## src/rtl/systemx_sweep_ctrl.sv

```systemverilog
// systemx_sweep_ctrl: drives all 8 A/B/C vectors into systemx, samples F into a truth table, reports done/pass.
// Optional SYSTEMX_SWEEP_FAILIDX_EN adds fail_valid/fail_idx (first mismatching vector).
module systemx_sweep_ctrl #(
  parameter int unsigned SETTLE_CYCLES = 2,
  parameter logic [7:0] EXPECTED = 8'hE8
) (
  input  logic       clk,
  input  logic       rst_n,
  input  logic       start,
  input  logic       abort,
  output logic       sys_a,
  output logic       sys_b,
  output logic       sys_c,
  input  logic       sys_f,
  output logic       busy,
  output logic       done,
  output logic       pass,
  output logic [7:0] truth_table,
  output logic [2:0] vec_idx
`ifdef SYSTEMX_SWEEP_FAILIDX_EN
  ,
  output logic       fail_valid,
  output logic [2:0] fail_idx
`endif
);
  typedef enum logic [1:0] {IDLE, APPLY, DONE} state_t;
  localparam logic [3:0] DWELL_MAX = 4'(SETTLE_CYCLES - 1);
  state_t state, state_n;
  logic [3:0] dwell, dwell_n;
  logic [2:0] vec, vec_n, idx_n;
  logic [7:0] tt_n, tt_cap;
  logic busy_n, done_n, pass_n;
`ifdef SYSTEMX_SWEEP_FAILIDX_EN
  logic fv_n;
  logic [2:0] fi_n;
`endif
  assign {sys_a, sys_b, sys_c} = vec;
  always_ff @(posedge clk or negedge rst_n) begin
    if (!rst_n) begin
      state <= IDLE;
      dwell <= '0;
      vec <= '0;
      vec_idx <= '0;
      truth_table <= '0;
      busy <= 1'b0;
      done <= 1'b0;
      pass <= 1'b0;
`ifdef SYSTEMX_SWEEP_FAILIDX_EN
      fail_valid <= 1'b0;
      fail_idx <= '0;
`endif
    end else begin
      state <= state_n;
      dwell <= dwell_n;
      vec <= vec_n;
      vec_idx <= idx_n;
      truth_table <= tt_n;
      busy <= busy_n;
      done <= done_n;
      pass <= pass_n;
`ifdef SYSTEMX_SWEEP_FAILIDX_EN
      fail_valid <= fv_n;
      fail_idx <= fi_n;
`endif
    end
  end
  always_comb begin
    state_n = state;
    dwell_n = dwell;
    vec_n = vec;
    idx_n = vec_idx;
    tt_n = truth_table;
    busy_n = busy;
    done_n = done;
    pass_n = pass;
`ifdef SYSTEMX_SWEEP_FAILIDX_EN
    fv_n = fail_valid;
    fi_n = fail_idx;
`endif
    // pass must see the bit captured on the final edge, so compare the merged table
    tt_cap = truth_table;
    tt_cap[vec_idx] = sys_f;
    case (state)
      APPLY: begin
        if (abort) begin
          state_n = IDLE;
          busy_n = 1'b0;
          done_n = 1'b0;
          pass_n = 1'b0;
          vec_n = '0;
          idx_n = '0;
          tt_n = '0;
          dwell_n = '0;
`ifdef SYSTEMX_SWEEP_FAILIDX_EN
          fv_n = 1'b0;
          fi_n = '0;
`endif
        end else if (dwell == DWELL_MAX) begin
          tt_n = tt_cap;
          dwell_n = '0;
`ifdef SYSTEMX_SWEEP_FAILIDX_EN
          if (!fail_valid && sys_f != EXPECTED[vec_idx]) begin
            fv_n = 1'b1;
            fi_n = vec_idx;
          end
`endif
          if (vec_idx == 3'd7) begin
            state_n = DONE;
            busy_n = 1'b0;
            done_n = 1'b1;
            pass_n = tt_cap == EXPECTED;
            vec_n = '0;
          end else begin
            idx_n = vec_idx + 3'd1;
            vec_n = vec_idx + 3'd1;
          end
        end else begin
          dwell_n = dwell + 4'd1;
        end
      end
      default: begin
        if (start && !abort) begin
          state_n = APPLY;
          busy_n = 1'b1;
          done_n = 1'b0;
          pass_n = 1'b0;
          tt_n = '0;
          idx_n = '0;
          vec_n = '0;
          dwell_n = '0;
`ifdef SYSTEMX_SWEEP_FAILIDX_EN
          fv_n = 1'b0;
          fi_n = '0;
`endif
        end
      end
    endcase
  end
endmodule
```

## config.mk

```make
export PLATFORM = sky130hd
export DESIGN_NAME = systemx_sweep_ctrl
export DESIGN_NICKNAME = d
export VERILOG_FILES = /design/src/rtl/systemx_sweep_ctrl.sv
export SDC_FILE = /design/constraint.sdc
export NUM_CORES = 1
export LEC_CHECK = 0
export ABC_AREA = 1
export CELL_PAD_IN_SITES_DETAIL_PLACEMENT = 1
export CELL_PAD_IN_SITES_GLOBAL_PLACEMENT = 1
export CORE_ASPECT_RATIO = 1.75
export CORE_MARGIN = 4
export CORE_UTILIZATION = 40
export DETAILED_ROUTE_END_ITERATION = 10
export GPL_ROUTABILITY_DRIVEN = 0
export PLACE_DENSITY = 0.81
export SYNTH_ARGS = -nofsm -noshare
export SYNTH_HDL_FRONTEND = slang
export SYNTH_SLANG_ARGS = --single-unit
```

## constraint.sdc

```tcl
create_clock -name clk -period 4 [get_ports clk]
set_clock_uncertainty 0.1 [all_clocks]
set_input_delay 0.6 -clock clk [delete_from_list [all_inputs] [get_ports clk]]
set_output_delay 0.6 -clock clk [all_outputs]
set_load 0.005 [all_outputs]
```

Word level (Yosys, flattened, before mapping)
Index checks and enable logic that the tools add are counted.
{ "word_totals": {"inputBits": 5, "output_inout_bits": 17, "regBits": 23, "wordCells": 65} }
{ "classes": {"n_reduce_logical": 7, "add_sub_neg": 2, "muxes": 39, "magnitude_cmp": 2, "eq_ne": 7} }
{ "op_table": {"columns": ["op", "count"], "rows": [
  ["8-bit 2-to-1 mux", 4],
  ["3-bit 2-to-1 mux", 9],
  ["4-bit 2-to-1 mux", 4],
  ["1-bit 2-to-1 mux", 15],
  ["2-bit 2-to-1 mux", 5],
  ["3-bit inequality test (second input constant)", 3],
  ["8-bit bitwise mux", 1],
  ["8-bit equality test (second input constant)", 1],
  ["3-bit AND reduction", 2],
  ["4-bit by 1-bit adder with 4-bit output (second input constant)", 1],
  ["4-bit by 1-bit equality test with 1-bit output (second input constant)", 1],
  ["3-bit by 4-bit < comparator with 1-bit output (second input constant)", 1],
  ["3-bit by 1-bit adder with 3-bit output (second input constant)", 1],
  ["1-bit demux with 3-bit select", 1],
  ["3-bit equality test (second input constant)", 1],
  ["3-bit by 1-bit greater-or-equal comparator with 1-bit output (second input constant)", 1],
  ["2-bit by 1-bit equality test with 1-bit output (second input constant)", 1],
  ["1-bit logical AND", 2],
  ["2-bit AND reduction", 1],
  ["2-bit nonzero test", 1],
  ["1-bit logical NOT", 1]
]} }

Longest topological paths before layout
{ "logic_depth": {"depth_word": 10, "mapped_depth": 9, "depth_no_buf": 9} }

Worst setup path after synthesis
OpenSTA, ideal clock, no wires.
{ "synth_path": {"path_type": "input port to flip-flop", "from": "in start", "to": "reg state[0]", "path_buffers": 0, "arrival_ns": 1.260, "setup_ns": 0.117, "slack_ns": 2.523, "t_required_ns": 3.783, "path_stages": 7, "path_cell_list": "inv_1 -> o21ai_2 -> inv_4 -> nor2_8 -> nand2_4 -> nor2_1 -> nor2_1"} }
{ "synth_via": {"elab_chain_len": 3} }
{ "synth_rtl": {"columns": ["element", "line", "rtl"], "rows": [
  ["start: declaration", "9", "input logic start,"],
  ["1-bit logical AND", "122", "if (start && !abort) begin"],
  ["2-bit nonzero test (no source line)", null, null],
  ["3-bit AND reduction (no source line)", null, null],
  ["end signal: assignment", "53", "state <= state_n;"],
  ["end: declaration", "28", "state_t state, state_n;"]
]} }
No other way between the ends.
A chain may end at the register's enable or synchronous reset.

Worst setup path after layout
{ "layout_path": {"from": "reg vec_idx[1]", "to": "out vec_idx[1]"} }
{ "layout_lines": {"columns": ["element", "line", "rtl"], "rows": [
  ["start: declaration", "19", "output logic [2:0] vec_idx"],
  ["start signal: assignment", "56", "vec_idx <= idx_n;"]
]} }
No word-level cell between the ends.

==> results by group <==
Outcome
  • Status: finished clean

STA
  • Max_slew headroom: 0.3342
  • Hold WS: 389.5 ps
  • Min Tclk post-route: 2187 ps
  • Period utilization: 0.5466
  • Final setup fails: 0
  • Unrepaired setup endpoints after global routing: false
  • Final hold violations: 0
  • Final slew viol count: 0
  • Worst Tran Pin Value: 995.5 ps
  • Setup TNS: 0 ps
  • Max Fclk: between 0.4 and 0.5 GHz

Setup path
  • Critical path's top delay family: flip-flops
  • Crit-path cells: clkdlybuf4s50_1
  • Crit-path slowest cell: dfrtp_1
  • CP peak stage delay: 630 ps
  • Crit path launch type: register
  • R2R setup slack: 2280 ps
  • Reg2Reg Launch Point: vec_idx[1]
  • Crit. End Element: output port
  • FF-to-FF path depth: 7
  • Crit path buffers/inverters: 1
  • R2r endpoint: state[0]
  • Max FO, Critical Path: 14
  • Worst Path Class, Setup: register to output port
  • CP required: 3300 ps
  • Worst Path Arrival: 1490 ps

Clock tree
  • CTS Root Cell: clkbuf_8
  • Worst-case clock buffer depth: 2
  • Post CTS Setup Buffer Count: 0
  • CTS tree: built
  • Num CTS Buffers: 3
  • Clock Pin Slew Worst Setup and Hold Paths: around 80 ps
  • # clock sinks: 21
  • Post-CTS Resized: 0
  • CTS H-tree lvls: 1
  • Worst skew pair latency: between 200 and 300 ps
  • Hold_buf cts: 0

Finish
  • Nets: 175
  • Filler cell count: 367
  • Finished Layout Cells: 193
  • Layout cells sized above 1: 0.1152
  • Diodes inserted: 0
  • P&R area growth vs syn: 21.74%

Drt
  • Final wirelength: between 3 and 4 mm
  • DRC: 0
  • Routed Antenna Nets: 0
  • Drt initial violations: 19
  • Post-DR vias/cell: between 5 and 6
  • DR WL/cell: 15.81 um
  • Vias after detailed routing: 1,061
  • DR pass1 iterations: 4

Pwr
  • Gate power share: 0.461
  • Max IR drop VDD: 0.3499 mV
  • Switching part of the total: 0.4327
  • Power share of the sequential group: 0.370
  • Pwr dens: roughly 580 nW/um2
  • Clk pwr share: 0.169
  • Leak Pwr: slightly above 0.7 nW
  • P_sw: about 0.00036 W
  • Int Pwr: around 0.00047 W

Floorplan
  • Die height: 80.19 um
  • Die area: between 3000 and 4000 um2
  • Rows: 26
  • Die X-Extent: between 40 and 50 um
  • Top Ports: 22
  • Core ar.: between 2000 and 3000 um2
  • Initial Utilization: 0.4114

Logic synthesis
  • Register area share after synthesis: 0.4412
  • Net Count, Synth: 153
  • Yosys reg bits: 21
  • Cells after Synth: 144
  • Yosys cell types: 25
  • Synth warnings: 0
  • Mapped Area: around 1200 um2
  • Synth Area per Inst: 8.272 um2

Global route
  • Vias in the first global route: 1,153
  • Largest net degree at the start of global routing: 22
  • First-pass GRT wire length: ~5 mm
  • Total grt overflow: 0
  • Overall routing resource usage: 0.1699
  • Antenna violations before repair: 0

Place
  • DP HPWL: 2.438 mm
  • Port-buffer cells: 21
  • Placed Instances: approximately 190

Job
  • Max cap viols: 0

Min path
  • Hold endpoint: pass
  • Hold Path Origin: pass
  • Hold Crit Class: register to register
  • Hold Path Cell Cnt: 2
==> routing by layer <==
metal  track usage  vias to the layer above  share of wire
met5             0                        -              0
met4       0.08832                        0          0.020
met3       0.02226                        5          0.027
met2        0.3401                       19           0.57
met1        0.1614                      528           0.38
li1              -                      509              -
==> cell type report <==
type	count	area, um2	area share
clock buffers	3	41.29	0.02847
multi-input cells	100	559.3	0.3857
flip-flops and latches	21	525.5	0.3624
clock inverters	1	5.005	0.003451
well taps	28	35.03	0.02416
inverters	19	73.82	0.05091
repair buffers	21	210.2	0.1450
==> cells in the final DEF, fill, tap and decap left out <==
cell type and count:
a21oi_1 1, a21oi_2 2, a22o_1 4, clkbuf_8 3, clkdlybuf4s50_1 21, clkinv_2 1
dfrtp_1 21, ha_1 4, inv_1 16, inv_2 2, inv_4 1, nand2_1 42
nand2_2 2, nand2_4 2, nand3_1 13, nand3b_4 1, nand4_1 5, nor2_1 10
nor2_2 1, nor2_8 1, nor3_1 1, o21ai_0 1, o21ai_1 2, o21ai_2 3
o22ai_1 4, o31ai_1 1
==> worst max path at each step <==
stage / slack (ps) / from / endpoint / cells past startpoint
3_5_place_dp: 1770 / abort / pass / 8
5_1_grt: 1750 / vec_idx[1] / vec_idx[1] / 1
6_report: 1810 / vec_idx[1] / vec_idx[1] / 1
4_1_cts: 1800 / vec_idx[1] / vec_idx[1] / 1
2_1_floorplan: 2520 / start / state[0] / 7
3_3_place_gp: 1880 / abort / pass / 8
==> logic make-up (layout without fill, tap and decap cells) <==
| group | after synthesis | count (layout) | share of synthesized area |
|---|---|---|---|
| AND/OR/NAND/NOR | 78 | 78 | 0.3172 |
| buffers and inverters | 23 | 44 | 0.08929 |
| flip-flops | 21 | 21 | 0.4412 |
| AO/OA/AOI/OAI | 18 | 18 | 0.1103 |
| adder cells (fa/ha/maj) | 4 | 4 | 0.04202 |
==> cell usage after synthesis <==
cell type  instances  area share
inv_4              1      0.0053
a21oi_1            1      0.0042
nor2_8             1       0.017
buf_2              2      0.0084
nand3b_4           1       0.017
nor2_1            10       0.032
inv_2              2      0.0063
o21ai_1            2      0.0084
nand4_1            5       0.026
o22ai_1            4       0.021
nand2_1           42        0.13
nand3_1           13       0.055
ha_1               4       0.042
nand2_4            2       0.019
a22o_1             4       0.029
dfrtp_1           21        0.44
inv_1             16       0.050
nor2_2             1      0.0053
o31ai_1            1      0.0063
nor3_1             1      0.0042
o21ai_0            1      0.0042
buf_6              2       0.019
nand2_2            2       0.011
a21oi_2            2       0.015
o21ai_2            3       0.022
==> metrics by stage <==
stage | area [um2] | utilization | total power (W) | setup slack [ps]
2_1_floorplan | 1191 | - | 0.0005782 | 2523
3_3_place_gp | 1404 | 0.4849 | 0.0006834 | 1883
3_5_place_dp | 1404 | 0.4849 | 0.0007056 | 1775
4_1_cts | 1450 | 0.5009 | 0.0008486 | 1801
5_1_grt | 1450 | 0.5009 | 0.0009036 | 1752
6_report | 1450 | 0.5009 | 0.0008367 | 1813
==> state kept, by name, summed over array words and instances (netlist names) <==
signal,cells
state,2
pass,1
vec_idx,3
dwell,4
vec,3
truth_table,8
==> power groups by stage <==
stage | sequential, W | clock [W] | combinational [W]
3_3_place_gp | 0.000311 | 0 | 0.000373
6_report | 0.000310 | 0.000141 | 0.000386
4_1_cts | 0.000311 | 0.000146 | 0.000392
3_5_place_dp | 0.000315 | 0 | 0.000391
5_1_grt | 0.000317 | 0.000162 | 0.000425
2_1_floorplan | 0.000290 | 0 | 0.000288
Power figures use the tool's default switching activity.
==> RTL change: new RTL, config.mk and constraints unchanged <==
Build with the macro `SYSTEMX_SWEEP_FAILIDX_EN` defined.
--- a/src/rtl/systemx_sweep_ctrl.sv
+++ b/src/rtl/systemx_sweep_ctrl.sv
@@ -1,5 +1,7 @@
 // systemx_sweep_ctrl: drives all 8 A/B/C vectors into systemx, samples F into a truth table, reports done/pass.
 // Optional SYSTEMX_SWEEP_FAILIDX_EN adds fail_valid/fail_idx (first mismatching vector).
+`define SYSTEMX_SWEEP_FAILIDX_EN
+
 module systemx_sweep_ctrl #(
   parameter int unsigned SETTLE_CYCLES = 2,
   parameter logic [7:0] EXPECTED = 8'hE8
Check against the original RTL (old outputs only; new: fail_idx and fail_valid): equivalent (equiv_simple and equiv_induct, registers matched by name and starting in step).
==> RTL change against the unedited design <==
Synthesized cell count up 21%; highest routed layer unchanged; setup slack improved by 0.0057 ns; sequential cell count increased by 4; routed wire length increased by 23%; combinational power decreased by 15%; total power is 2.5% lower; global-route usage up 2.0 points; design area rose by 18%; synthesized area grew 16%.
==> RTL change: results <==
INSERT INTO impl_metrics (metric_group, metric, value, unit) VALUES
('routing', 'route.detailed.wl_per_inst', '15.4', 'um'),
('setup_path', 'cp_max_fo', '13', ''),
('routing', 'initialDrtViolationCount', '27', ''),
('grt', 'grt_start_max_net_pins', '26', ''),
('setup_path', 'timing.reg2reg.worst_path_depth', '10', ''),
('grt', 'grt_first_pass_wirelength', '6.44', 'mm'),
('routing', 'avgViaCountPerCell', '5.16', ''),
('power_and_ir_drop', 'vdd_drop_max', '0.250', 'mV'),
('cells_and_area', 'nFillCells', '423', ''),
('status', 'outcome', 'completed', ''),
('cells_and_area', 'drive_above_1_share', '7.00', '%'),
('cells_and_area', 'nets', '211', ''),
('synth', 'synth_fp_nets', '184', ''),
('setup_path', 'timing.reg2reg.setup_slack', '2.06', 'ns'),
('grt', 'grt_use_total', '19.0', '%'),
('hold_path', 'hp-start', 'fail_idx[0]$_DFFE_PN0P_', ''),
('setup_path', 'r2r_start', 'vec_idx[0]$_DFFE_PN0P_', ''),
('placed_design', 'numPortBuffers', '25', ''),
('synth', 'synth_common_cells', '60 x nand2_1, 25 x dfrtp_1, 19 x nand3_1', ''),
('synth', 'post_synth_num_cell_types', '24', '');
## RTL change: cell count changes in the layout (fill, tap and decap cells not counted), sizes merged, moves of 2 or more
cell / delta
nand2: +16
nand3: +6
a22o: -4
clkdlybuf4s50: +4
dfrtp: +4
o21ai: +4
o22ai: +4
inv: +2
nand4: -2
nor3: +2
## RTL change: stage by stage
| stage | cells | setup slack, ns | hold slack (ns) | power, uW |
|---|---|---|---|---|
| finish | 245 | 1.82 | 0.379 | 816 |
| global route | 245 | 1.77 | 0.409 | 875 |
| CTS | 245 | 1.83 | 0.383 | 823 |
| detailed placement | 241 | 1.72 | 0.362 | 671 |
| global placement | 241 | 1.81 | 0.365 | 651 |
| floorplan | 174 | 2.42 | 0.204 | 547 |
## RTL change: kinds of logic after synthesis
group	share of synthesized area (%)
AOI/OAI and AO/OA	8.39
xor gates and xnor gates	0.632
adders and majority gates	4.51
buffers and inverters	7.58
DFF	45.1
and+or+nand+nor	33.8
## RTL change: worst register-to-register path, cell delays in order, from the launching register on
cell and delay (ns):
dfrtp_1 0.61, inv_2 0.20, ha_1 0.24, nand2_1 0.08
nand2_1 0.06, nand2_1 0.07, nand3b_1 0.08, nand2_1 0.14
nand2_1 0.13, nand2_1 0.08, nand2_1 0.05
## RTL change: area by class of cell
class                   instances  area, sq um  share of cell area [%]
clock buffers                   4         45.0                    2.63
inverters                      21         81.3                    4.74
multi-input cells             125          656                    38.2
flip-flops and latches         25          626                    36.5
well taps                      45         56.3                    3.28
repair buffers                 25          250                    14.6
## RTL change: where the power goes
part / switching [uW] / internal (uW)
registers: 42.2 / 290
clock network: 82.6 / 71.4
logic: 200 / 129
total: 325 / 490
## RTL change: metal layers
metal	global-route usage, %	part of all wire (%)
met5	0	0
met4	7.91	2.4
met3	2.61	3.0
met2	36.1	57
met1	19.7	38
